### config.mk
export PLATFORM = sky130hd
export DESIGN_NAME = alu_decode_stage
export DESIGN_NICKNAME = d
export VERILOG_FILES = /design/src/rtl/alu_decode_stage.sv
export SDC_FILE = /design/constraint.sdc
export NUM_CORES = 1
export LEC_CHECK = 0
export BUFFER_PORTS_ARGS = -buffer_cell sky130_fd_sc_hd__buf_2
export CORE_MARGIN = 2
export CORE_UTILIZATION = 50
export DETAILED_ROUTE_END_ITERATION = 12
export PLACE_DENSITY = 0.82
export SLEW_MARGIN = 20
export SYNTH_ARGS = -nofsm -noshare
export SYNTH_HDL_FRONTEND = slang
export SYNTH_SLANG_ARGS = --single-unit
### constraint.sdc
create_clock -name clk -period 5.7 [get_ports clk]
set_clock_uncertainty 0.05 [all_clocks]
set_input_delay 1.14 -clock clk [delete_from_list [all_inputs] [get_ports clk]]
set_output_delay 1.14 -clock clk [all_outputs]
set_load 0.05 [all_outputs]
### src/rtl/alu_decode_stage.sv
// RV32I decode stage: turns instruction words into the ALU control bundle and
// buffers them behind a two-entry skid buffer so in_ready is always a flop.
module alu_decode_stage #(
    parameter int XLEN = 32
) (
    input  logic            clk,
    input  logic            rst,
    input  logic            flush,
    input  logic            in_valid,
    output logic            in_ready,
    input  logic [31:0]     in_inst,
    input  logic [XLEN-1:0] in_pc,
    output logic            out_valid,
    input  logic            out_ready,
    output logic [3:0]      out_alu_op,
    output logic [1:0]      out_a_sel,
    output logic            out_b_sel,
    output logic [XLEN-1:0] out_imm,
    output logic [4:0]      out_rd,
    output logic [4:0]      out_rs1,
    output logic [4:0]      out_rs2,
    output logic [XLEN-1:0] out_pc,
    output logic            out_reg_we,
    output logic            out_illegal
);

    localparam logic [3:0] ALU_ADD    = 4'd0;
    localparam logic [3:0] ALU_SUB    = 4'd1;
    localparam logic [3:0] ALU_AND    = 4'd2;
    localparam logic [3:0] ALU_OR     = 4'd3;
    localparam logic [3:0] ALU_XOR    = 4'd4;
    localparam logic [3:0] ALU_SLT    = 4'd5;
    localparam logic [3:0] ALU_SLTU   = 4'd6;
    localparam logic [3:0] ALU_SLL    = 4'd7;
    localparam logic [3:0] ALU_SRA    = 4'd8;
    localparam logic [3:0] ALU_SRL    = 4'd9;
    localparam logic [3:0] ALU_COPY_B = 4'd10;
    localparam logic [3:0] ALU_XXX    = 4'd15;

    localparam logic [6:0] OPC_OP     = 7'h33;
    localparam logic [6:0] OPC_OP_IMM = 7'h13;
    localparam logic [6:0] OPC_LUI    = 7'h37;
    localparam logic [6:0] OPC_AUIPC  = 7'h17;
    localparam logic [6:0] OPC_LOAD   = 7'h03;
    localparam logic [6:0] OPC_STORE  = 7'h23;
    localparam logic [6:0] OPC_JAL    = 7'h6F;
    localparam logic [6:0] OPC_JALR   = 7'h67;
    localparam logic [6:0] OPC_BRANCH = 7'h63;

    localparam logic [1:0] A_RS1  = 2'd0;
    localparam logic [1:0] A_PC   = 2'd1;
    localparam logic [1:0] A_ZERO = 2'd2;

    typedef struct packed {
        logic [3:0]      alu_op;
        logic [1:0]      a_sel;
        logic            b_sel;
        logic [XLEN-1:0] imm;
        logic [4:0]      rd;
        logic [4:0]      rs1;
        logic [4:0]      rs2;
        logic [XLEN-1:0] pc;
        logic            reg_we;
        logic            illegal;
    } ctrl_t;

    typedef enum logic [1:0] {
        S_EMPTY,
        S_ONE,
        S_FULL
    } state_t;

    // Base register/immediate ALU mapping shared by OP and OP-IMM.
    function automatic logic [3:0] funct3_to_op(input logic [2:0] f3);
        case (f3)
            3'd0:    return ALU_ADD;
            3'd1:    return ALU_SLL;
            3'd2:    return ALU_SLT;
            3'd3:    return ALU_SLTU;
            3'd4:    return ALU_XOR;
            3'd5:    return ALU_SRL;
            3'd6:    return ALU_OR;
            default: return ALU_AND;
        endcase
    endfunction

    logic [6:0]      opcode;
    logic [2:0]      funct3;
    logic [6:0]      funct7;
    logic [XLEN-1:0] imm_i, imm_s, imm_b, imm_u, imm_j, imm_shamt;

    assign opcode    = in_inst[6:0];
    assign funct3    = in_inst[14:12];
    assign funct7    = in_inst[31:25];
    assign imm_i     = {{20{in_inst[31]}}, in_inst[31:20]};
    assign imm_s     = {{20{in_inst[31]}}, in_inst[31:25], in_inst[11:7]};
    assign imm_b     = {{19{in_inst[31]}}, in_inst[31], in_inst[7], in_inst[30:25],
                        in_inst[11:8], 1'b0};
    assign imm_u     = {in_inst[31:12], 12'd0};
    assign imm_j     = {{11{in_inst[31]}}, in_inst[31], in_inst[19:12], in_inst[20],
                        in_inst[30:21], 1'b0};
    assign imm_shamt = {27'd0, in_inst[24:20]};

    ctrl_t dec;
    logic  dec_legal;
    logic  dec_writes;

    always_comb begin
        dec        = '0;
        dec.alu_op = ALU_XXX;
        dec.rd     = in_inst[11:7];
        dec.rs1    = in_inst[19:15];
        dec.rs2    = in_inst[24:20];
        dec.pc     = in_pc;
        dec_legal  = 1'b0;
        dec_writes = 1'b0;
        case (opcode)
            OPC_OP: begin
                dec_writes = 1'b1;
                if (funct7 == 7'h00) begin
                    dec.alu_op = funct3_to_op(funct3);
                    dec_legal  = 1'b1;
                end else if (funct7 == 7'h20 && funct3 == 3'd0) begin
                    dec.alu_op = ALU_SUB;
                    dec_legal  = 1'b1;
                end else if (funct7 == 7'h20 && funct3 == 3'd5) begin
                    dec.alu_op = ALU_SRA;
                    dec_legal  = 1'b1;
                end
            end
            OPC_OP_IMM: begin
                dec.b_sel  = 1'b1;
                dec_writes = 1'b1;
                if (funct3 == 3'd1 || funct3 == 3'd5) begin
                    // Shifts: upper immediate bits act as funct7, shamt is unsigned.
                    dec.imm = imm_shamt;
                    if (funct7 == 7'h00) begin
                        dec.alu_op = funct3_to_op(funct3);
                        dec_legal  = 1'b1;
                    end else if (funct7 == 7'h20 && funct3 == 3'd5) begin
                        dec.alu_op = ALU_SRA;
                        dec_legal  = 1'b1;
                    end
                end else begin
                    dec.alu_op = funct3_to_op(funct3);
                    dec.imm    = imm_i;
                    dec_legal  = 1'b1;
                end
            end
            OPC_LUI: begin
                dec.alu_op = ALU_COPY_B;
                dec.a_sel  = A_ZERO;
                dec.b_sel  = 1'b1;
                dec.imm    = imm_u;
                dec_writes = 1'b1;
                dec_legal  = 1'b1;
            end
            OPC_AUIPC: begin
                dec.alu_op = ALU_ADD;
                dec.a_sel  = A_PC;
                dec.b_sel  = 1'b1;
                dec.imm    = imm_u;
                dec_writes = 1'b1;
                dec_legal  = 1'b1;
            end
            OPC_LOAD: begin
                dec.alu_op = ALU_ADD;
                dec.a_sel  = A_RS1;
                dec.b_sel  = 1'b1;
                dec.imm    = imm_i;
                dec_writes = 1'b1;
                dec_legal  = 1'b1;
            end
            OPC_STORE: begin
                dec.alu_op = ALU_ADD;
                dec.a_sel  = A_RS1;
                dec.b_sel  = 1'b1;
                dec.imm    = imm_s;
                dec_legal  = 1'b1;
            end
            OPC_JAL: begin
                dec.alu_op = ALU_ADD;
                dec.a_sel  = A_PC;
                dec.b_sel  = 1'b1;
                dec.imm    = imm_j;
                dec_writes = 1'b1;
                dec_legal  = 1'b1;
            end
            OPC_JALR: begin
                if (funct3 == 3'd0) begin
                    dec.alu_op = ALU_ADD;
                    dec.a_sel  = A_RS1;
                    dec.b_sel  = 1'b1;
                    dec.imm    = imm_i;
                    dec_writes = 1'b1;
                    dec_legal  = 1'b1;
                end
            end
            OPC_BRANCH: begin
                // The ALU is idle for branches; the comparator reads rs1/rs2 directly.
                dec.alu_op = ALU_XXX;
                dec.a_sel  = A_RS1;
                dec.imm    = imm_b;
                dec_legal  = 1'b1;
            end
            default: dec_legal = 1'b0;
        endcase
        if (!dec_legal) begin
            dec.alu_op = ALU_XXX;
            dec.a_sel  = A_RS1;
            dec.b_sel  = 1'b0;
            dec.imm    = '0;
        end
        dec.illegal = !dec_legal;
        dec.reg_we  = dec_writes && dec_legal && (in_inst[11:7] != 5'd0);
    end

    state_t state_q, state_d;
    ctrl_t  main_q, main_d;
    ctrl_t  skid_q, skid_d;
    logic   out_valid_q, out_valid_d;
    logic   in_ready_q, in_ready_d;
    logic   in_hs, out_hs;

    assign in_hs  = in_valid && in_ready_q;
    assign out_hs = out_valid_q && out_ready;

    always_comb begin
        state_d = state_q;
        main_d  = main_q;
        skid_d  = skid_q;
        if (flush) begin
            state_d = S_EMPTY;
        end else begin
            case (state_q)
                S_EMPTY: begin
                    if (in_hs) begin
                        main_d  = dec;
                        state_d = S_ONE;
                    end
                end
                S_ONE: begin
                    if (in_hs && out_hs) begin
                        main_d = dec;
                    end else if (in_hs) begin
                        skid_d  = dec;
                        state_d = S_FULL;
                    end else if (out_hs) begin
                        state_d = S_EMPTY;
                    end
                end
                S_FULL: begin
                    if (out_ready) begin
                        main_d  = skid_q;
                        state_d = S_ONE;
                    end
                end
                default: state_d = S_EMPTY;
            endcase
        end
        out_valid_d = (state_d != S_EMPTY);
        in_ready_d  = (state_d != S_FULL);
    end

    always_ff @(posedge clk or posedge rst) begin
        if (rst) begin
            state_q     <= S_EMPTY;
            main_q      <= '0;
            skid_q      <= '0;
            out_valid_q <= 1'b0;
            in_ready_q  <= 1'b1;
        end else begin
            state_q     <= state_d;
            main_q      <= main_d;
            skid_q      <= skid_d;
            out_valid_q <= out_valid_d;
            in_ready_q  <= in_ready_d;
        end
    end

    assign in_ready    = in_ready_q;
    assign out_valid   = out_valid_q;
    assign out_alu_op  = main_q.alu_op;
    assign out_a_sel   = main_q.a_sel;
    assign out_b_sel   = main_q.b_sel;
    assign out_imm     = main_q.imm;
    assign out_rd      = main_q.rd;
    assign out_rs1     = main_q.rs1;
    assign out_rs2     = main_q.rs2;
    assign out_pc      = main_q.pc;
    assign out_reg_we  = main_q.reg_we;
    assign out_illegal = main_q.illegal;

endmodule

### After elaboration in Yosys (flattened, before gate mapping)

Cells that the tools add are included.
W data, S select, Z words.

| word-level totals | value |
|---|---|
| bits in registers | 180 |
| bits in latches | 0 |
| memory bits (writable) | 0 |
| memory bits (read-only) | 0 |
| output and inout port bits | 90 |
| logic and storage cells | 102 |
| memories | 0 |

| operators by class | value |
|---|---|
| add/sub/neg operators | 0 |
| multipliers | 0 |
| divide/modulo/power cells | 0 |
| order comparisons | 0 |
| equal/unequal tests | 22 |
| shifts and indexed selects | 0 |
| muxes and demuxes | 32 |
| bitwise operators | 2 |
| reductions and logical operators | 23 |

Operator list:

| kind | count |
|---|---|
| $mux W88 | 3 |
| $pmux W88 S3 | 1 |
| $pmux W32 S7 | 1 |
| $mux W39 | 2 |
| $mux W32 | 1 |
| $eq A7 B6 Y1 const B | 4 |
| $pmux W4 S7 | 1 |
| $eq A7 B7 Y1 const B | 3 |
| $pmux W4 S5 | 1 |
| $reduce_or A6 Y1 | 3 |
| $mux W4 | 4 |
| $eq A7 B5 Y1 const B | 2 |
| $mux W2 | 6 |
| $pmux W2 S3 | 2 |
| $eq A3 B3 Y1 const B | 3 |
| $ne A2 B2 Y1 const B | 4 |
| $eq A7 B2 Y1 const B | 1 |
| $logic_and A1 B1 Y1 | 7 |
| $logic_not A7 Y1 | 1 |
| $eq A3 B2 Y1 const B | 2 |
| $mux W1 | 6 |
| $reduce_and A5 Y1 | 1 |
| $reduce_bool A5 Y1 | 1 |
| $pmux W1 S2 | 2 |
| other kinds (15) | 17 |

### Longest topological paths before layout

Gate-level depths: netlist of the first run.

| depth | value |
|---|---|
| depth after elaboration | 10 |
| depth in mapped cells | 8 |
| gate-level depth less buffers | 5 |

### Least setup slack after synthesis of the first run

OpenSTA, ideal clock, no wires.

| timing path | value |
|---|---|
| path type | in2reg |
| from | input port in_inst[25] |
| to | register main_q (netlist bit out_b_sel) |
| library setup time | 0.073 ns |
| data arrival time | 2.787 ns |
| setup slack | 2.790 ns |
| cell stages on the path | 5 |
| buffers on the path | 0 |
| cell sequence | or4_4 o41a_1 or3_1 a311o_1 a21oi_2 |

| on the way | value |
|---|---|
| cells in the longest elaborated chain, start to end | 9 |
| elaborated cells on any way between the ends | 14 |
| classes of those cells | eq/ne (1); mux (10); reduce/logical (3) |

RTL lines:

| element | line | RTL |
|---|---|---|
| from (decl) | 11 | `input logic [31:0] in_inst,` |
| $eq A7 B6 Y1 | 123, 126, 140 |  |
| $logic_and A1 B1 Y1 | 126, 140 |  |
| $mux W1 | 126, 140 |  |
| $mux W1 (on tied branches) | 137, 123 |  |
| $mux W1 (on tied branches) | 134, 120 |  |
| $pmux W1 S4 (*) | 117 | `case (opcode)` |
| $mux W39 (*) | 208 | `if (!dec_legal) begin` |
| $mux W88 (on tied branches) | 243, 237 |  |
| $pmux W88 S3 (*) | 235 | `case (state_q)` |
| to (signal assigned) | 274 | `main_q <= main_d;` |
| to (decl) | 219 | `ctrl_t main_q, main_d;` |

Mark *: on every way between the ends. The rest lies on a longest branch, timed or not. The select of a mux whose other input is x is not followed.
A chain may end at the register's enable or synchronous reset.

### Worst setup path after layout of the first run

| timing path | value |
|---|---|
| from | input port out_ready |
| to | register main_q (netlist bit out_imm[23]) |

| on the way | value |
|---|---|
| cells in the longest elaborated chain, start to end | 4 |
| elaborated cells on any way between the ends | 5 |
| classes of those cells | eq/ne (2); reduce/logical (3) |

RTL lines:

| element | line | RTL |
|---|---|---|
| from (decl) | 14 | `input logic out_ready,` |
| $logic_and A1 B1 Y1 | 226 | `assign out_hs = out_valid_q && out_ready;` |
| $logic_and A1 B1 Y1 | 243 | `if (in_hs && out_hs) begin` |
| $ne A2 B2 Y1 (no line) | n/a |  |
| $reduce_and A5 Y1 (no line) (*) | n/a |  |

Mark *: on every way between the ends. The rest lies on a longest branch, timed or not.

==> summary.md, run 1 <==
| Metric | Value |
|---|---|
| Maximum clock rate | `307 MHz` |
| Residual DRC | `0` |
| IO Port Bufs | `158` |
| Synth Register Bits | `180` |
| Slowest cell delay on critical path | `690 ps` |
| Gr ovfl total | `0` |
| Placer Congestion | `0.867` |
| Pwr Density | `458 nW/um^2` |
| Post-Layout Inst Area | `9830 um^2` |
| Final period util | `57.2%` |
| I/O pins | `159` |
| Maximum vdd drop | `0.000328 V` |
| Fin cells | `1309` |
| CTS clk-pin slew, worst paths | `70 ps` |
| Leak Pwr | `0.00458 uW` |
| Worst path required time | `5960 ps` |
| Multi-input gate area | `3510 um^2` |
| Wire per inst | `16.9 um` |
| Number of max-cap violations | `0` |
| Max FO, Critical Path | `33` |
| YS warnings | `0` |
| First DRT Iteration DRCs | `688` |
| Min cycle time layout | `3260 ps` |
| Crit Path Category | `in2reg` |
| Diode count | `0` |
| Clk buf depth | `2` |
| Die height | `133 um` |
| Die area | `17800 um^2` |
| Post-CTS Setup Bufs | `0` |
| Vias in the first global route | `6867` |
| Outcome | `complete, no violations` |
| First-pass GRT wire length | `35.7 mm` |
| Fin. Hold Viols | `0` |
| Initial antenna violation count | `0` |
| Clk_lat worst skew | `420 ps` |
| RSZ-0062 raised after global routing | `false` |
| Largest net degree at the start of global routing | `181` |
| Clock root cell | `clkbuf_16` |
| Post-CTS Hold Fix Bufs | `0` |
| Worst r2r path cells | `6` |
| Hold path endpoint | `skid_q[52]$_DFFE_PP0P_` |
| Worst r2r src | `state_q[0]$_DFF_PP0_` |
| Row Count | `47` |
| CTS tree | `built` |
| CP Launch Type | `primary input` |
| Setup TNS | `0 ps` |
| R2R Setup Slk | `2780 ps` |
| Max-slew headroom | `25.5%` |
| Tightest Hold Check Type | `reg2reg` |
| GR Util All Layers | `25.1%` |
| Total power draw | `4510 uW` |
| Htree depth | `4` |
| Starting Density | `50.9%` |
| Proportion of layout cells with a drive suffix above 1 | `20.4%` |
| Hold path depth | `2` |
| Crit-path cells | `buf_2, a21bo_2, or3b_1, a21oi_4, buf_4, o21ai_0, o21ai_0` |
| Worst path most repeated cell | `o21ai_0` |
| Prevailing post-synth register cell | `dfrtp_1` |
| Register Area | `4510 um^2` |
| Setup Viol. Count Final | `0` |
| Inst Count DP | `1277` |
| Post-synth ARST share | `100%` |
| Placed Area | `9220 um^2` |
| Post-synth EDFFs | `0` |
| RR Endpoint | `out_imm[23]$_DFFE_PP0P_` |
| Post-detail-place hpwl | `13.8 mm` |
| Die span in x | `133 um` |
| Critical path capture point type | `register` |
| Post-Synthesis Net Count | `1034` |
| CORE AREA | `16500 um^2` |
| Area Overhead vs Synth | `17.4%` |
| DRT antenna net count | `0` |
| Worst Hold Launch | `skid_q[52]$_DFFE_PP0P_` |
| Critical path arrival | `3510 ps` |
| Netlist cell types | `64` |
| Commonest non-fill, non-tap cells in the layout | `nand2_1, dfrtp_1, buf_2` |
| Avg Cell Area, Syn | `8.68 um^2` |
| 1st-pass router iterations | `5` |
| Mapped Area | `8380 um^2` |
| Final-stage net count | `1145` |
| Share of the yosys chip area belonging to registers | `53.8%` |
| Commonest non-fill, non-tap cell in the layout | `nand2_1` |
| Num CTS Buffers | `17` |
| Post-cts resize count | `0` |
| Tightest Pin Transition | `1120 ps` |
| Gate Count Post-Synth | `965` |
| DR vias/cell | `5.67` |
| Worst path slowest cell | `a21oi_4` |
| Fillers | `1460` |
| CTS Sinks | `180` |
| Final WL | `22.1 mm` |
| Max-slew violations | `0` |
| CP Launch Point | `out_ready` |
| Via count | `7420` |
==> through the flow <==
| stage | worst slack [ps] | hold WS (ps) | utilization, % |
|---|---|---|---|
| 5_1_grt | 2290 | 439 | 59.7 |
| 2_1_floorplan | 2200 | 390 | - |
| 4_1_cts | 2510 | 423 | 59.7 |
| 3_3_place_gp | 2280 | 401 | 56.0 |
| 3_5_place_dp | 2150 | 408 | 56.0 |
| 6_report | 2440 | 420 | 59.7 |
==> flip-flops by register name, indices dropped and copies added (netlist names) <==
name	cells
out_b_sel	1
out_rs2	5
out_rd	5
out_a_sel	2
out_valid	1
out_imm	32
out_illegal	1
out_reg_we	1
in_ready	1
skid_q	88
out_alu_op	4
state_q	2
out_pc	32
out_rs1	5
==> cells in the mapped netlist (4+ instances only) <==
| master | count | area share (%) |
|---|---|---|
| nand2_1 | 318 | 14 |
| dfrtp_1 | 179 | 53 |
| nor2_1 | 96 | 4.3 |
| a31oi_1 | 59 | 4.4 |
| o21ai_0 | 57 | 3.4 |
| clkbuf_1 | 50 | 2.2 |
| a221oi_1 | 28 | 2.9 |
| a21oi_1 | 23 | 1.4 |
| nand3_1 | 20 | 1.2 |
| buf_2 | 14 | 0.84 |
| o31ai_1 | 12 | 1.1 |
| and2_1 | 7 | 0.52 |
| inv_1 | 6 | 0.27 |
| nor3_1 | 6 | 0.36 |
| o211ai_1 | 6 | 0.54 |
| buf_1 | 5 | 0.22 |
| clkbuf_8 | 5 | 0.82 |
| mux2i_1 | 5 | 0.60 |
| a22oi_1 | 4 | 0.36 |
| nand2b_1 | 4 | 0.30 |
==> kinds of logic (layout without fill, tap and decap cells) <==
family / Yosys count / after routing / synth area share, %
XOR/XNOR: 2 / 2 / 0.209
flip-flops: 180 / 180 / 53.8
AO/OA/AOI/OAI: 215 / 215 / 16.7
AND/OR/NAND/NOR: 478 / 478 / 23.6
multiplexers: 7 / 7 / 0.866
buffers and inverters: 83 / 207 / 4.79
==> routing by layer <==
metal  track usage [%]  share of wire [%]
met1              35.5                 44
met2              39.4                 47
met4              6.74                1.5
met3              5.44                8.2
met5                 0                  0
==> power by group <==
group	switching, uW	total, uW	internal [uW]
Clock	504	1210	709
Sequential	227	1910	1690
Combinational	1020	1380	359
Total	1750	4510	2750
==> area by class of cell <==
| class | instances | share of cell area, % |
|---|---|---|
| Sequential cell | 180 | 45.8 |
| Multi-Input combinational cell | 702 | 35.7 |
| Timing Repair Buffer | 169 | 9.14 |
| Clock buffer | 19 | 4.50 |
| Tap cell | 220 | 2.80 |
| Clock inverter | 13 | 1.74 |
| Inverter | 6 | 0.267 |
==> worst max-delay path, delay by kind of cell <==
| kind | cells | cell delay, ps |
|---|---|---|
| AOI/OAI and AO/OA | 4 | 1400 |
| buffers and inverters | 2 | 530 |
| and+or+nand+nor | 1 | 420 |
==> how the worst max path moves through the flow <==
| stage | to | slack (ps) | cells past startpoint |
|---|---|---|---|
| floorplan | out_a_sel[0]$_DFFE_PP0P_ | 2200 | 1 |
| global placement | out_imm[0]$_DFFE_PP0P_ | 2280 | 7 |
| detailed placement | out_imm[23]$_DFFE_PP0P_ | 2150 | 7 |
| CTS | out_imm[23]$_DFFE_PP0P_ | 2510 | 7 |
| global route | out_imm[23]$_DFFE_PP0P_ | 2290 | 7 |
| finish | out_imm[23]$_DFFE_PP0P_ | 2440 | 7 |
Note: power is estimated with default switching activity, not from simulation.
==> run 2: changes to the inputs <==
- ABC_AREA: not set -> 1
- CORE_UTILIZATION: 50 -> 51
- PLACE_DENSITY: 0.82 -> 0.83
- clock period: 5.7 -> 2.9 ns (I/O delays scaled with it)
==> run 2 against run 1 <==
Core utilization is 1.4 points higher. Global-route usage is 0.68 points higher. Clock power is 110% higher. Total power is 82% higher. Critical endpoint is now out_rs1[1]$_DFFE_PP0P_. Die area is 3.1% higher. Sequential share of layout area is 2.7 points lower.
==> summary.md, run 2 <==
| Metric | Value |
|---|---|
| Worst path slowest cell | `dfrtp_1` |
| Row Count | `48` |
| Commonest cells post-synth | `nand2_1, dfrtp_1, nor2_1, o21ai_0, a31oi_1` |
| CORE AREA | `17100 um^2` |
| Commonest non-fill, non-tap cells in the layout | `nand2_1, dfrtp_1, nor2_1` |
| Residual DRC | `0` |
| Final WS setup | `630 ps` |
| Tightest Pin Transition | `757 ps` |
| Final Util | `61.1%` |
| CP Launch Type | `register` |
| Avg Cell Area, Syn | `7.67 um^2` |
| Placer Congestion | `0.956` |
| Post-synth EDFFs | `0` |
| Gate Count Post-Synth | `1150` |
| Crit-path cells | `inv_2, nor2_4, clkinv_2, nor2_1, inv_1, nand4_1, inv_4, buf_4, nor2_1, a31oi_1` |
| First DRT Iteration DRCs | `618` |
| CTS tree | `built` |
| Htree depth | `4` |
| Synth Register Bits | `180` |
| Total power draw | `8230 uW` |
| Critical path arrival | `2560 ps` |
| Commonest non-fill, non-tap cell in the layout | `nand2_1` |
| Post-CTS Hold Fix Bufs | `0` |
| Die height | `135 um` |
| Initial antenna violation count | `0` |
| Worst path most repeated cell | `nor2_1` |
| Worst path required time | `3190 ps` |
| Fin. Hold Viols | `0` |
| Largest net degree at the start of global routing | `121` |
| Number of max-cap violations | `0` |
| Post-Synthesis Net Count | `1219` |
| Gr ovfl total | `0` |
| Die span in x | `135 um` |
| Clock root cell | `clkbuf_16` |
| DR vias/cell | `5.45` |
| YS warnings | `0` |
| Mapped Area | `8820 um^2` |
| Final period util | `78.3%` |
| Top reg by flops | `skid_q` |
| Min cycle time layout | `2270 ps` |
| Worst Setup Slack post-DPL | `525 ps` |
| CTS Sinks | `180` |
| Proportion of layout cells with a drive suffix above 1 | `18.7%` |
| Maximum clock rate | `441 MHz` |
| Wire per inst | `15.1 um` |
| Crit Path Category | `reg2reg` |
| Outcome | `complete, no violations` |
| CTS clk-pin slew, worst paths | `60 ps` |
| Starting Density | `51.5%` |
| Maximum vdd drop | `0.000448 V` |
| Setup Viol. Count Final | `0` |
| Slowest cell delay on critical path | `430 ps` |
| Max FO, Critical Path | `35` |
| Area Overhead vs Synth | `18.6%` |
| I/O pins | `159` |
| Pwr Density | `787 nW/um^2` |
| DRT antenna net count | `0` |
| 1st-pass router iterations | `5` |
| Die area | `18400 um^2` |
| Netlist cell types | `32` |
| Via count | `8264` |
| Area contributors post-synth | `dfrtp_1, nand2_1, nor2_1` |
| Post-synth ARST share | `100%` |
| GR Util All Layers | `25.7%` |
| Synth top area share | `50.8%` |
| Final WL | `22.9 mm` |
| Post-cts resize count | `0` |
| Fillers | `1537` |
| RSZ-0062 raised after global routing | `false` |
| Synth area leader | `dfrtp_1` |
| Final-stage net count | `1349` |
| Worst hold slack | `283 ps` |
| Share of the yosys chip area belonging to registers | `51.1%` |
| Diode count | `0` |
| Max-slew violations | `0` |
| IO Port Bufs | `158` |
| Num CTS Buffers | `17` |
| CP bufs+invs | `5` |
| Max reg flops | `88` |
| Max-slew headroom | `49.6%` |
| Count leader, synth | `nand2_1` |
| Vias in the first global route | `7583` |
| Clk buf depth | `2` |
| Clk_lat worst skew | `420 ps` |
| Leak Pwr | `0.00554 uW` |
| Post-CTS Setup Bufs | `0` |
| Crit path max-delay family | `buffers and inverters` |
| First-pass GRT wire length | `37.5 mm` |
| Prevailing post-synth register cell | `dfrtp_1` |
| Post-detail-place hpwl | `15.4 mm` |
| Tightest Hold Check Type | `in2async` |
| Critical path capture point type | `register` |
| Setup TNS | `0 ps` |
## run 2: layer usage
| layer | vias up | global-route usage [%] | part of all wire (%) |
|---|---|---|---|
| met5 | - | 0 | 0 |
| met3 | 48 | 5.20 | 8.0 |
| met2 | 362 | 41.1 | 46 |
| li1 | 3994 | - | - |
| met4 | 0 | 8.68 | 2.8 |
| met1 | 3860 | 35.4 | 43 |
## run 2: final timing paths
kind / start / to / slack (ps) / cells past startpoint
worst max register to register: state_q[1]$_DFF_PP0_ / out_rs1[1]$_DFFE_PP0P_ / 630 / 10
worst min register to register: skid_q[3]$_DFFE_PP0P_ / skid_q[3]$_DFFE_PP0P_ / 420 / 2
worst min-delay path: rst / out_pc[28]$_DFFE_PP0P_ / 280 / 3
worst max-delay path: state_q[1]$_DFF_PP0_ / out_rs1[1]$_DFFE_PP0P_ / 630 / 10
max in group asynchronous: rst / out_imm[10]$_DFFE_PP0P_ / 1910 / 3
min in group clk: in_pc[6] / skid_q[8]$_DFFE_PP0P_ / 320 / 3
## run 2: stage by stage
stage / std cells / cell area, um^2
2_1_floorplan: 1150 / 8820
3_3_place_gp: 1486 / 9810
3_5_place_dp: 1486 / 9810
4_1_cts: 1516 / 10500
5_1_grt: 1516 / 10500
6_report: 1516 / 10500
## run 2: power breakdown
group | leakage [uW] | switching, uW | internal [uW]
Sequential | 0.00222 | 335 | 3150
Combinational | 0.00301 | 1670 | 583
Clock | 0.000312 | 938 | 1550
## run 2: kinds of logic after synthesis
| family | count (synthesis) | share of synthesized area, % |
|---|---|---|
| simple gates | 646 | 29.7 |
| compound gates | 200 | 13.5 |
| flops | 180 | 51.1 |
| buf+inv | 124 | 5.73 |
## run 2: cell type report
class / instances / area [um^2] / share of cell area, %
inverter: 58 / 225 / 2.15
multi-input combinational: 846 / 3820 / 36.5
sequential: 180 / 4510 / 43.1
clock buffer: 23 / 498 / 4.76
tap: 225 / 282 / 2.69
timing repair buffer: 177 / 983 / 9.40
clock inverter: 7 / 145 / 1.39
## run 2: worst register-to-register path: stages (launching register included)
cell and delay, ps:
dfrtp_1 430, inv_2 100, nor2_4 40, clkinv_2 250, nor2_1 70, inv_1 70, nand4_1 150, inv_4 400
buf_4 350, nor2_1 80, a31oi_1 180
==> run 3: changes to the inputs <==
- clock period: 2.9 -> 2 ns (I/O delays scaled with it)
==> run 3 against run 2 <==
Clock power increased by 41%. Global-route usage increased by 1.3 points. Largest power group unchanged. Count of clock-buffer cells in the layout decreased by 3. Sequential share of layout area decreased by 1.4 points. Critical endpoint is now out_pc[0]$_DFFE_PP0P_. Non-clock buffer count increased by 34. Core utilization increased by 2.0 points.
==> summary.md, run 3 (synthesized netlist as in run 2, its figures left out) <==
| Metric | Value |
|---|---|
| Fillers | `1519` |
| Tightest Pin Transition | `774 ps` |
| Die span in x | `135 um` |
| Clk buf depth | `2` |
| Hold path endpoint | `skid_q[8]$_DFFE_PP0P_` |
| Fin cells | `1554` |
| Power share of the clock group | `29.5%` |
| Hold path depth | `3` |
| Commonest non-fill, non-tap cells in the layout | `nand2_1, dfrtp_1, nor2_1` |
| Initial antenna violation count | `2` |
| Worst r2r path cells | `9` |
| Worst Hold Launch | `in_pc[6]` |
| CP Launch Type | `register` |
| 1st-pass router iterations | `6` |
| Sw Share | `37.2%` |
| Max-slew headroom | `48.4%` |
| Final period util | `93.2%` |
| First-pass GRT wire length | `39.4 mm` |
| R2R Setup Slk | `140 ps` |
| Outcome | `complete, no violations` |
| RR Endpoint | `out_pc[0]$_DFFE_PP0P_` |
| Final-stage net count | `1383` |
| Crit Path Category | `reg2reg` |
| DR vias/cell | `5.38` |
| RSZ-0062 raised after global routing | `false` |
| Area Overhead vs Synth | `22.4%` |
| Top reg by flops | `skid_q` |
| IO Port Bufs | `158` |
| Critical path capture point type | `register` |
| Inst Count DP | `1518` |
| Max reg flops | `88` |
| Starting Density | `51.5%` |
| Wire per inst | `15.3 um` |
| Largest net degree at the start of global routing | `110` |
| Row Count | `48` |
| Placed Area | `10200 um^2` |
| Max-slew violations | `0` |
| Proportion of layout cells with a drive suffix above 1 | `20.7%` |
| Gr ovfl total | `0` |
| Worst path required time | `2290 ps` |
| Final WL | `23.8 mm` |
| Htree depth | `4` |
| Critical path arrival | `2150 ps` |
| Residual DRC | `0` |
| CTS clk-pin slew, worst paths | `70 ps` |
| Tightest Hold Check Type | `in2reg` |
| CTS tree | `built` |
| GR Util All Layers | `27.0%` |
| Vias in the first global route | `8041` |
| Max FO, Critical Path | `56` |
| Post-detail-place hpwl | `16.1 mm` |
| Die area | `18400 um^2` |
| Die height | `135 um` |
| I/O pins | `159` |
| DRT antenna net count | `0` |
| Comb power frac | `28.0%` |
| Clk_lat worst skew | `430 ps` |
| Pwr Density | `1110 nW/um^2` |
| Sequential Power Share | `42.5%` |
| Commonest non-fill, non-tap cell in the layout | `nand2_1` |
| Setup Viol. Count Final | `0` |
| Worst r2r src | `in_ready$_DFF_PP1_` |
| Min cycle time layout | `1860 ps` |
| P_sw | `4440 uW` |
| CTS Sinks | `180` |
| Maximum clock rate | `536 MHz` |
| Num CTS Buffers | `17` |
| Number of max-cap violations | `0` |
| Maximum vdd drop | `0.000687 V` |
| Clock root cell | `clkbuf_16` |
| Total power draw | `11900 uW` |
| Fin. Hold Viols | `0` |
| Post-Layout Inst Area | `10800 um^2` |
| Leak Pwr | `0.00573 uW` |
| First DRT Iteration DRCs | `686` |
| Placer Congestion | `0.938` |
| Internal power | `7490 uW` |
| Via count | `8362` |
| CORE AREA | `17100 um^2` |
## run 3: changes by cell type in the layout (fill, tap and decap cells not counted), sizes merged
cell | previous run | this run
diode | 0 | 2
clkinvlp | 2 | 3
clkinv | 3 | 4
buf | 177 | 210
dlygate4sd3 | 0 | 1
inv | 56 | 60
clkbuf | 23 | 20
bufinv | 4 | 3
## run 3: worst max path at each step
stage / start / to / slack (ps) / depth (start not counted)
after floorplan: rst / out_a_sel[0]$_DFFE_PP0P_ / -760 / 1
after global placement: in_inst[1] / out_imm[23]$_DFFE_PP0P_ / -7 / 11
after detailed placement: in_inst[1] / out_imm[23]$_DFFE_PP0P_ / -70 / 11
after CTS: in_ready$_DFF_PP1_ / out_imm[23]$_DFFE_PP0P_ / 100 / 9
after global routing: in_ready$_DFF_PP1_ / out_pc[0]$_DFFE_PP0P_ / 10 / 9
final: in_ready$_DFF_PP1_ / out_pc[0]$_DFFE_PP0P_ / 140 / 9
## run 3: timing repair
item | in CTS | in global routing
hold buffers | 1 | 0
resized for setup | 0 | 2
endpoints found under the setup margin | 0 | 5
buffers inserted | 0 | 1
endpoints found under the hold margin | 2 | 0
## run 3: stage by stage
stage                     TNS (ps)  hold slack (ps)  setup slack [ps]  utilization, %
after global placement       -22.7              281             -6.59            59.3
after detailed placement      -643              288             -74.2            59.3
final                            0              137               136            63.1
after CTS                        0              130              97.0            63.0
after floorplan            -135820              392              -758               -
after global routing             0              130              14.3            63.1
## run 3: power by group through the flow
stage	registers (uW)	clock network [uW]	logic (uW)
2_1_floorplan	6330	0	1160
3_3_place_gp	5070	0	3260
3_5_place_dp	5120	0	3340
4_1_cts	5070	3560	3360
5_1_grt	5170	3690	3640
6_report	5070	3520	3340
## run 3: final cells by class
class                   instances  area [um^2]  share of cell area [%]
diodes                          2         5.00                  0.0464
clock buffers                  20          447                    4.14
clock inverters                12          169                    1.56
inverters                      58          225                    2.09
multi-input cells             846         3820                    35.4
flip-flops and latches        180         4510                    41.7
well taps                     225          282                    2.61
repair buffers                211         1350                    12.5
## run 3: layer usage
layer	global-route usage, %	vias up	wire [um]
met3	5.24	47	1600
met4	8.51	0	464
met5	0	-	0
met2	45.2	327	11400
li1	-	4062	-
met1	35.8	3926	10300
## run 3: worst max-delay path, stage by stage (launching register included)
cell and delay, ps:
dfstp_2 530, nand2_1 60, inv_1 70, nor2_1 40
inv_1 70, nand4_1 210, inv_4 210, buf_12 250
nor2_1 70, a31oi_1 180
